[src/rtl/port_status_monitor.sv]
// Per-port status front end: debounced PHY link, TX/RX frame-end pulses,
// shared blink square wave and saturating per-direction frame counters.
`timescale 1ns/1ps

module port_status_monitor #(
    parameter int unsigned BLINK_DIV     = 12500000,
    parameter int unsigned LINK_DEBOUNCE = 1000000,
    parameter int unsigned CNT_W         = 32
) (
    input  logic             clk_i,
    input  logic             rst_i,
    input  logic             link_raw_i,
    input  logic             tx_tvalid_i,
    input  logic             tx_tready_i,
    input  logic             tx_tlast_i,
    input  logic             rx_tvalid_i,
    input  logic             rx_tready_i,
    input  logic             rx_tlast_i,
    input  logic             count_clear_i,
    output logic             has_link_o,
    output logic             on_frame_sent_o,
    output logic             on_frame_received_o,
    output logic             blink_o,
    output logic [CNT_W-1:0] tx_frame_count_o,
    output logic [CNT_W-1:0] rx_frame_count_o
);

    localparam int unsigned DEB_W = $clog2(LINK_DEBOUNCE);
    localparam int unsigned BLK_W = $clog2(BLINK_DIV);

    typedef enum logic [1:0] {
        LINK_DOWN,
        LINK_UP_PEND,
        LINK_UP,
        LINK_DOWN_PEND
    } link_state_t;

    link_state_t      link_state;
    logic [DEB_W-1:0] deb_cnt;
    logic [BLK_W-1:0] blink_cnt;
    logic             deb_last;
    logic             tx_fire;
    logic             rx_fire;

    assign deb_last = (deb_cnt == DEB_W'(LINK_DEBOUNCE - 1));
    assign tx_fire  = tx_tvalid_i & tx_tready_i & tx_tlast_i;
    assign rx_fire  = rx_tvalid_i & rx_tready_i & rx_tlast_i;

    // Link qualification: any opposite-level sample inside a pending state
    // abandons the qualification and returns to the stable state.
    always_ff @(posedge clk_i) begin
        if (rst_i) begin
            link_state <= LINK_DOWN;
            deb_cnt    <= '0;
            has_link_o <= 1'b0;
        end else begin
            case (link_state)
                LINK_DOWN: begin
                    if (link_raw_i) begin
                        link_state <= LINK_UP_PEND;
                        deb_cnt    <= DEB_W'(1);
                    end
                end
                LINK_UP_PEND: begin
                    if (!link_raw_i) begin
                        link_state <= LINK_DOWN;
                    end else if (deb_last) begin
                        link_state <= LINK_UP;
                        has_link_o <= 1'b1;
                    end else begin
                        deb_cnt <= deb_cnt + DEB_W'(1);
                    end
                end
                LINK_UP: begin
                    if (!link_raw_i) begin
                        link_state <= LINK_DOWN_PEND;
                        deb_cnt    <= DEB_W'(1);
                    end
                end
                LINK_DOWN_PEND: begin
                    if (link_raw_i) begin
                        link_state <= LINK_UP;
                    end else if (deb_last) begin
                        link_state <= LINK_DOWN;
                        has_link_o <= 1'b0;
                    end else begin
                        deb_cnt <= deb_cnt + DEB_W'(1);
                    end
                end
                default: begin
                    link_state <= LINK_DOWN;
                    deb_cnt    <= '0;
                    has_link_o <= 1'b0;
                end
            endcase
        end
    end

    // Blink half-period divider.
    always_ff @(posedge clk_i) begin
        if (rst_i) begin
            blink_cnt <= '0;
            blink_o   <= 1'b0;
        end else if (blink_cnt == BLK_W'(BLINK_DIV - 1)) begin
            blink_cnt <= '0;
            blink_o   <= ~blink_o;
        end else begin
            blink_cnt <= blink_cnt + BLK_W'(1);
        end
    end

    // TX frame-end pulse and saturating counter; clear with a beat loads 1.
    always_ff @(posedge clk_i) begin
        if (rst_i) begin
            on_frame_sent_o  <= 1'b0;
            tx_frame_count_o <= '0;
        end else begin
            on_frame_sent_o <= tx_fire;
            if (count_clear_i) begin
                tx_frame_count_o <= tx_fire ? CNT_W'(1) : '0;
            end else if (tx_fire && (tx_frame_count_o != '1)) begin
                tx_frame_count_o <= tx_frame_count_o + CNT_W'(1);
            end
        end
    end

    // RX frame-end pulse and saturating counter.
    always_ff @(posedge clk_i) begin
        if (rst_i) begin
            on_frame_received_o <= 1'b0;
            rx_frame_count_o    <= '0;
        end else begin
            on_frame_received_o <= rx_fire;
            if (count_clear_i) begin
                rx_frame_count_o <= rx_fire ? CNT_W'(1) : '0;
            end else if (rx_fire && (rx_frame_count_o != '1)) begin
                rx_frame_count_o <= rx_frame_count_o + CNT_W'(1);
            end
        end
    end

endmodule
[config.mk]
export PLATFORM = sky130hd
export DESIGN_NAME = port_status_monitor
export DESIGN_NICKNAME = d
export VERILOG_FILES = /design/src/rtl/port_status_monitor.sv
export SDC_FILE = /design/constraint.sdc
export NUM_CORES = 1
export LEC_CHECK = 0
export CORE_MARGIN = 2
export CORE_UTILIZATION = 50
export DETAILED_ROUTE_END_ITERATION = 16
export PLACE_DENSITY = 0.82
export SETUP_SLACK_MARGIN = 0.15
export SLEW_MARGIN = 20
export SYNTH_ARGS = -nofsm -noshare
export SYNTH_HDL_FRONTEND = slang
export SYNTH_SLANG_ARGS = --single-unit
[constraint.sdc]
create_clock -name clk_i -period 2.7 [get_ports clk_i]
set_clock_uncertainty 0.1 [all_clocks]
set_input_delay 0.27 -clock clk_i [delete_from_list [all_inputs] [get_ports clk_i]]
set_output_delay 0.27 -clock clk_i [all_outputs]
set_load 0.03 [all_outputs]
==> metrics.md, run 1 <==
| Metric | Value |
|---|---|
| Status | finished clean |
| Core ar. | 11300 µm² |
| Ports | between 70 and 80 |
| Peak VDD IR | 0.000504 V |
| Avg Cell Area, Syn | about 8.3 µm² |
| Port bufs | 77 |
| Initial Util | 50.7% |
| Die area | ~12000 µm² |
| WL/cell | around 16 µm |
| RD Place Congestion | just under 0.9 |
| P_leak | 2.35 nW |
| Layout Nets | 784 |
| Final period util | 90.9% |
| Pre-CTS WS | about 0.12 ns |
| Sw frac | ~19% |
| Most used flip-flop cell after synthesis | dfxtp_1 |
| Max Clock Freq | slightly above 400 MHz |
| # rows | 39 |
| First-pass GRT wire length | approximately 25000 µm |
| Latest clock arrival within the worst-skew pair | about 0.41 ns |
| Via count | a little under 6000 |
| Cts hold-fix bufs | 0 |
| CTS Buf Count | 17 |
| Total wire length | roughly 15000 µm |
| Crit path launch type | flip-flop |
| Slew Limit Headroom | between 30% and 40% |
| Post-detail-place hpwl | 10100 µm |
| Initial detailed-routing violation count | ~650 |
| Post-Synthesis Cells | 688 |
| Maxcap violations | 0 |
| 1st-pass router iterations | 5 |
| Area delta synth->final | 28.7% |
| Final setup viols | 0 |
| Antenna Nets Post-Route | 0 |
| Largest net degree at the start of global routing | between 50 and 60 |
| Synth top area share | 39.8% |
| Number of global-route vias before repair | 5426 |
| Diode count | 0 |
| H-tree lvl count | 4 |
| Yosys cell types | 57 |
| Required time of the critical path | roughly 2.9 ns |
| Clock sinks | around 110 |
| Root buffer cell | clkbuf_16 |
| P_sw | approximately 0.00085 W |
| Clk pin slew, worst setup/hold paths | approximately 0.050 ns |
| Post-route DRC | 0 |
| Post-synth top area cell | dfxtp_1 |
| CTS tree | yes |
| Sequential power share | about two fifths |
| Final worst slack | 0.247 ns |
| Fin. max-slew vios | 0 |
| Synth warn | 0 |
| Tmin final | approximately 2.5 ns |
| RSZ-0062 raised after global routing | yes |
| Top post-synthesis cells by count | 114 x dfxtp_1, 67 x nor2_1, 58 x a21oi_1 |
| Logic gate share of total power | under 10% |
| Top post-synthesis cells by area | dfxtp_1 40%, a21oi_1 5.1%, nor2_1 4.4% |
| CTS max path bufs | 2 |
| EDFF count, synth | 0 |
| Final-report hold violation count | 0 |
| Share of post-route cells with drive strength above 1 | 9.07% |
| GRT overflow | 0 |
| Setup Crit Path Kind | flip-flop to flip-flop |
| Worst Path Max Fanout | 18 |
| TNS Setup | 0 ns |
| Clock share of power | between 50% and 60% |
| Die H | roughly 110 µm |
| Cell-internal power | ~0.0036 W |
| Sequential-to-total area share from yosys stat | 39.8% |
| Share of synthesized registers carrying an async set or reset | 0% |
| Finished Layout Cells | ~930 |
| Worst Tran Pin Value | between 0.9 and 1 ns |
| Die W | approximately 110 µm |
| Pwr/cell area | 598 nW/µm² |
| # placed instances | between 800 and 900 |
| Antenna violations before repair | 0 |
| Global Route Usage Sum | roughly 24% |
| Flops & latches, synth | 114 |
| Net Count, Synth | 702 |
| Vias per inst | between 6 and 7 |
| Most numerous cell in the Yosys netlist | dfxtp_1 |
| HP Class | flip-flop to flip-flop |
| Worst Setup End Kind | flip-flop |
| Synthesized cell area | 5730 µm² |
| Worst EP arrival | between 2 and 3 ns |
repair_timing:
| item | in CTS | in global routing |
|---|---|---|
| buffers inserted | 0 | 0 |
| endpoints found under the hold margin | 0 | 0 |
| endpoints found under the setup margin | 1 | 2 |
| pin swaps | 0 | 0 |
| resized for setup | 1 | 3 |
registers in the layout (all words and copies together) (netlist names), named ones only:
| signal | flops |
|---|---|
| rx_frame_count_o | 32 |
| tx_frame_count_o | 32 |
| blink_cnt | 24 |
| deb_cnt | 20 |
| blink_o | 1 |
| has_link_o | 1 |
| link_state | 1 |
| on_frame_received_o | 1 |
| on_frame_sent_o | 1 |
critical path, stage by stage (launching register included):
cell and delay (ns):
dfxtp_1 0.41, ha_2 0.24, nand3_2 0.13, or4_4 0.59, o211a_4 0.35, and4_4 0.20
a311o_1 0.31
routing by layer:
layer / GRT usage [%] / wire (µm) / share of wire (%) / vias to the layer above
li1: - / - / - / 2780
met1: 29.6 / 6170 / 42 / 2754
met2: 41.1 / 7510 / 51 / 221
met3: 5.85 / 808 / 5.5 / 35
met4: 9.05 / 323 / 2.2 / 0
met5: 0 / 0 / 0 / -
power by group through the flow:
stage	registers, W	clock network (W)	logic, W
floorplan	0.00174	0	0.0000710
global placement	0.00174	0	0.000111
detailed placement	0.00174	0	0.000116
CTS	0.00170	0.00262	0.000117
global route	0.00170	0.00269	0.000128
finish	0.00170	0.00259	0.000117
final timing paths:
| path | cells after the start | slack, ns | start | to |
|---|---|---|---|---|
| max | 6 | 0.25 | deb_cnt[1] | deb_cnt[19] |
| min | 1 | 0.34 | blink_cnt[0] | blink_cnt[0] |
| max reg2reg | 6 | 0.25 | deb_cnt[1] | deb_cnt[19] |
| min reg2reg | 1 | 0.34 | blink_cnt[0] | blink_cnt[0] |
cell type report:
cell class | count | area (µm²)
multi-input cells | 531 | 3300
well taps | 143 | 179
clock buffers | 23 | 488
inverters | 14 | 52.6
fillers | 932 | 3940
clock inverters | 9 | 199
flip-flops and latches | 114 | 2280
repair buffers | 92 | 883
cells by family after synthesis:
group | Yosys count | share of synthesized area, %
DFF | 114 | 39.8
AOI/OAI and AO/OA | 154 | 16.9
muxes | 6 | 1.05
adders and majority gates | 4 | 0.873
xor gates and xnor gates | 39 | 5.96
and+or+nand+nor | 328 | 32.5
buffers and inverters | 43 | 2.99
per-stage QoR:
step | power (W) | hold WS, ns | area (µm²) | util (%)
global route | 0.00453 | 0.378 | 7380 | 65.2
global placement | 0.00185 | 0.323 | 6680 | 59.0
floorplan | 0.00181 | 0.306 | 5730 | -
CTS | 0.00444 | 0.343 | 7370 | 65.1
finish | 0.00441 | 0.339 | 7380 | 65.2
detailed placement | 0.00185 | 0.332 | 6680 | 59.0
placed cells by master (no fill, tap or decap), types with 4 or more instances in the layout:
cell and count:
clkbuf_16 17, and2_1 6, xor2_1 19, a21oi_1 58, inv_1 14, and4_1 18
or3_1 29, or4_1 15, nand3_1 43, a31o_2 4, nor3_1 8, and3_1 10
a311oi_1 6, nor4_1 13, o21ai_0 37, nor2_1 67, bufinv_16 6, nand2_1 49
a211oi_1 8, clkdlybuf4s50_1 77, nand4b_1 4, buf_4 15, clkbuf_8 4, o31ai_1 10
dfxtp_1 113, nand4_1 39, or2_2 6, xnor2_1 20, mux2i_1 6
No activity file was read; power rests on OpenSTA's default activity.
==> run 2, diff against run 1 <==
--- a/config.mk
+++ b/config.mk
@@ -6,9 +6,9 @@
 export NUM_CORES = 1
 export LEC_CHECK = 0
 export CORE_MARGIN = 2
-export CORE_UTILIZATION = 50
+export CORE_UTILIZATION = 47
 export DETAILED_ROUTE_END_ITERATION = 16
-export PLACE_DENSITY = 0.82
+export PLACE_DENSITY = 0.78
 export SETUP_SLACK_MARGIN = 0.15
 export SLEW_MARGIN = 20
 export SYNTH_ARGS = -nofsm -noshare
==> run 2 against run 1 <==
Register-to-register slack hardly changed. Final cell count is 0.32% higher. Global-route usage is 2.3 points lower. Clock power is 21% lower. Critical path depth stayed put. Critical path type unchanged.
==> metrics.md, run 2 (synthesis results as in run 1) <==
| Metric | Value |
|---|---|
| Worst Setup End Kind | flip-flop |
| Top Registers | rx_frame_count_o: 32 flops, tx_frame_count_o: 32 flops, blink_cnt: 24 flops |
| Share of post-route cells with drive strength above 1 | between 8 and 9% |
| Worst R2R Path Depth | 6 |
| Worst EP arrival | between 2 and 3 ns |
| Global Route Usage Sum | 21.8% |
| Worst Path Max Fanout | 18 |
| Tmin final | 2.45 ns |
| Core ar. | roughly 12000 µm² |
| Final setup viols | 0 |
| Peak VDD IR | between 0.0003 and 0.0004 V |
| Slew Limit Headroom | 41.0% |
| Setup Crit Path Kind | flip-flop to flip-flop |
| Final-report hold violation count | 0 |
| CTS Buf Count | 17 |
| Die area | ~13000 µm² |
| Hold slack | approximately 0.34 ns |
| Fin. max-slew vios | 0 |
| Via count | 5666 |
| H-tree lvl count | 4 |
| First-pass GRT wire length | roughly 23000 µm |
| Initial Util | 47.9% |
| Reg-to-Reg Start | deb_cnt[1] |
| RSZ-0062 raised after global routing | no |
| CTS max path bufs | 2 |
| # rows | 40 |
| Crit path launch type | flip-flop |
| Most common cell after layout, fill and taps aside | dfxtp_1 |
| Diode count | 0 |
| P_leak | between 2 and 2.5 nW |
| R2R setup slack | between 0.2 and 0.25 ns |
| Largest net degree at the start of global routing | 57 |
| Required time of the critical path | about 2.9 ns |
| Crit path largest cell delay | 0.60 ns |
| Antenna Nets Post-Route | 0 |
| Area occupied by registers | ~2300 µm² |
| Fillers | about 1000 |
| Critical R2R Capture | deb_cnt[19] |
| TNS Setup | 0 ns |
| RD Place Congestion | approximately 0.86 |
| Critical-path cell list | ha_1, nand3_2, or4_4, o211a_4, and4_4, a311o_1 |
| WL/cell | 15.4 µm |
| Total wire length | 14300 µm |
| Layout Nets | about 780 |
| HP Class | flip-flop to flip-flop |
| Most frequent cells in the layout | 113 x dfxtp_1, 77 x clkdlybuf4s50_1, 67 x nor2_1 |
| CTS tree | yes |
| Post-route DRC | 0 |
| Max Clock Freq | around 410 MHz |
| Pwr/cell area | roughly 530 nW/µm² |
| Die H | 114 µm |
| Maxcap violations | 0 |
| Ports | 78 |
| Final Cell Area | a little over 7000 µm² |
| Die W | 114 µm |
| Post-detail-place hpwl | between 9000 and 10000 µm |
| Clk pin slew, worst setup/hold paths | 0.05 ns |
| Hold Path Cell Cnt | 1 |
| Port bufs | 77 |
| 1st-pass router iterations | 7 |
| Clock sinks | roughly 110 |
| GRT overflow | 0 |
| Status | finished clean |
| Critical Path Slowest Stage Cell | or4_4 |
| Root buffer cell | clkbuf_16 |
| Hold Path Origin | blink_cnt[0] |
| Final period util | 90.8% |
| Latest clock arrival within the worst-skew pair | approximately 0.41 ns |
| Worst Hold Path EP | blink_cnt[0] |
| Initial detailed-routing violation count | roughly 480 |
| Postcts setup bufs | 0 |
| Antenna violations before repair | 0 |
| Multi-input gate area | 3290 µm² |
| Post-DP Area | between 6000 and 7000 µm² |
| Vias per inst | 6.10 |
| Area delta synth->final | 26.2% |
| Number of global-route vias before repair | between 5000 and 6000 |
| Worst Tran Pin Value | 0.881 ns |
run 2: layout make-up:
class | count | area share (%)
clock buffer | 25 | 6.71
inverter | 14 | 0.726
sequential | 114 | 31.6
multi-input combinational | 531 | 45.5
clock inverter | 6 | 0.761
tap | 147 | 2.54
timing repair buffer | 92 | 12.2
run 2: stage by stage:
stage | std cells | utilization, % | setup slack [ns] | total power (W)
final | 929 | 60.5 | 0.248 | 0.00386
after floorplan | 688 | - | 0.330 | 0.00181
after global routing | 929 | 60.5 | 0.151 | 0.00399
after CTS | 929 | 60.4 | 0.236 | 0.00389
after detailed placement | 898 | 55.9 | 0.140 | 0.00185
after global placement | 898 | 55.9 | 0.222 | 0.00185
run 2: power by group:
| part | switching (W) | internal [W] |
|---|---|---|
| combinational | 0.0000751 | 0.0000394 |
| clock | 0.000721 | 0.00132 |
| sequential | 0.0000112 | 0.00169 |
| total | 0.000807 | 0.00305 |
run 2: repair_timing:
item | CTS | global route
gates cloned | 0 | 0
hold buffers | 0 | 0
resized for setup | 1 | 2
endpoints found under the setup margin | 1 | 2
endpoints found under the hold margin | 0 | 0
run 2: worst max-delay path, delay by kind of cell (launching register included):
family,cells,cell delay (ns)
fa+ha+maj,1,0.25
flops,1,0.40
compound gates,2,0.65
simple gates,3,0.94
run 2: worst max path at each step:
stage                        start                   end  slack (ns)  cells after the start
5_1_grt        rx_frame_count_o[0]  rx_frame_count_o[24]        0.15                      7
2_1_floorplan  rx_frame_count_o[0]   rx_frame_count_o[7]        0.33                      7
6_report                deb_cnt[1]           deb_cnt[19]        0.25                      6
4_1_cts                 deb_cnt[0]           deb_cnt[19]        0.24                      6
3_5_place_dp            deb_cnt[0]           deb_cnt[19]        0.14                      6
3_3_place_gp            deb_cnt[0]           deb_cnt[19]        0.22                      6
run 2: metal layers:
metal | part of all wire [%] | wire length [µm] | GRT usage (%) | vias up
met2 | 49 | 7050 | 37.5 | 171
met4 | 1.5 | 210 | 8.29 | 0
met3 | 5.0 | 710 | 5.03 | 21
li1 | - | - | - | 2770
met5 | 0 | 0 | 0 | -
met1 | 44 | 6310 | 26.3 | 2704
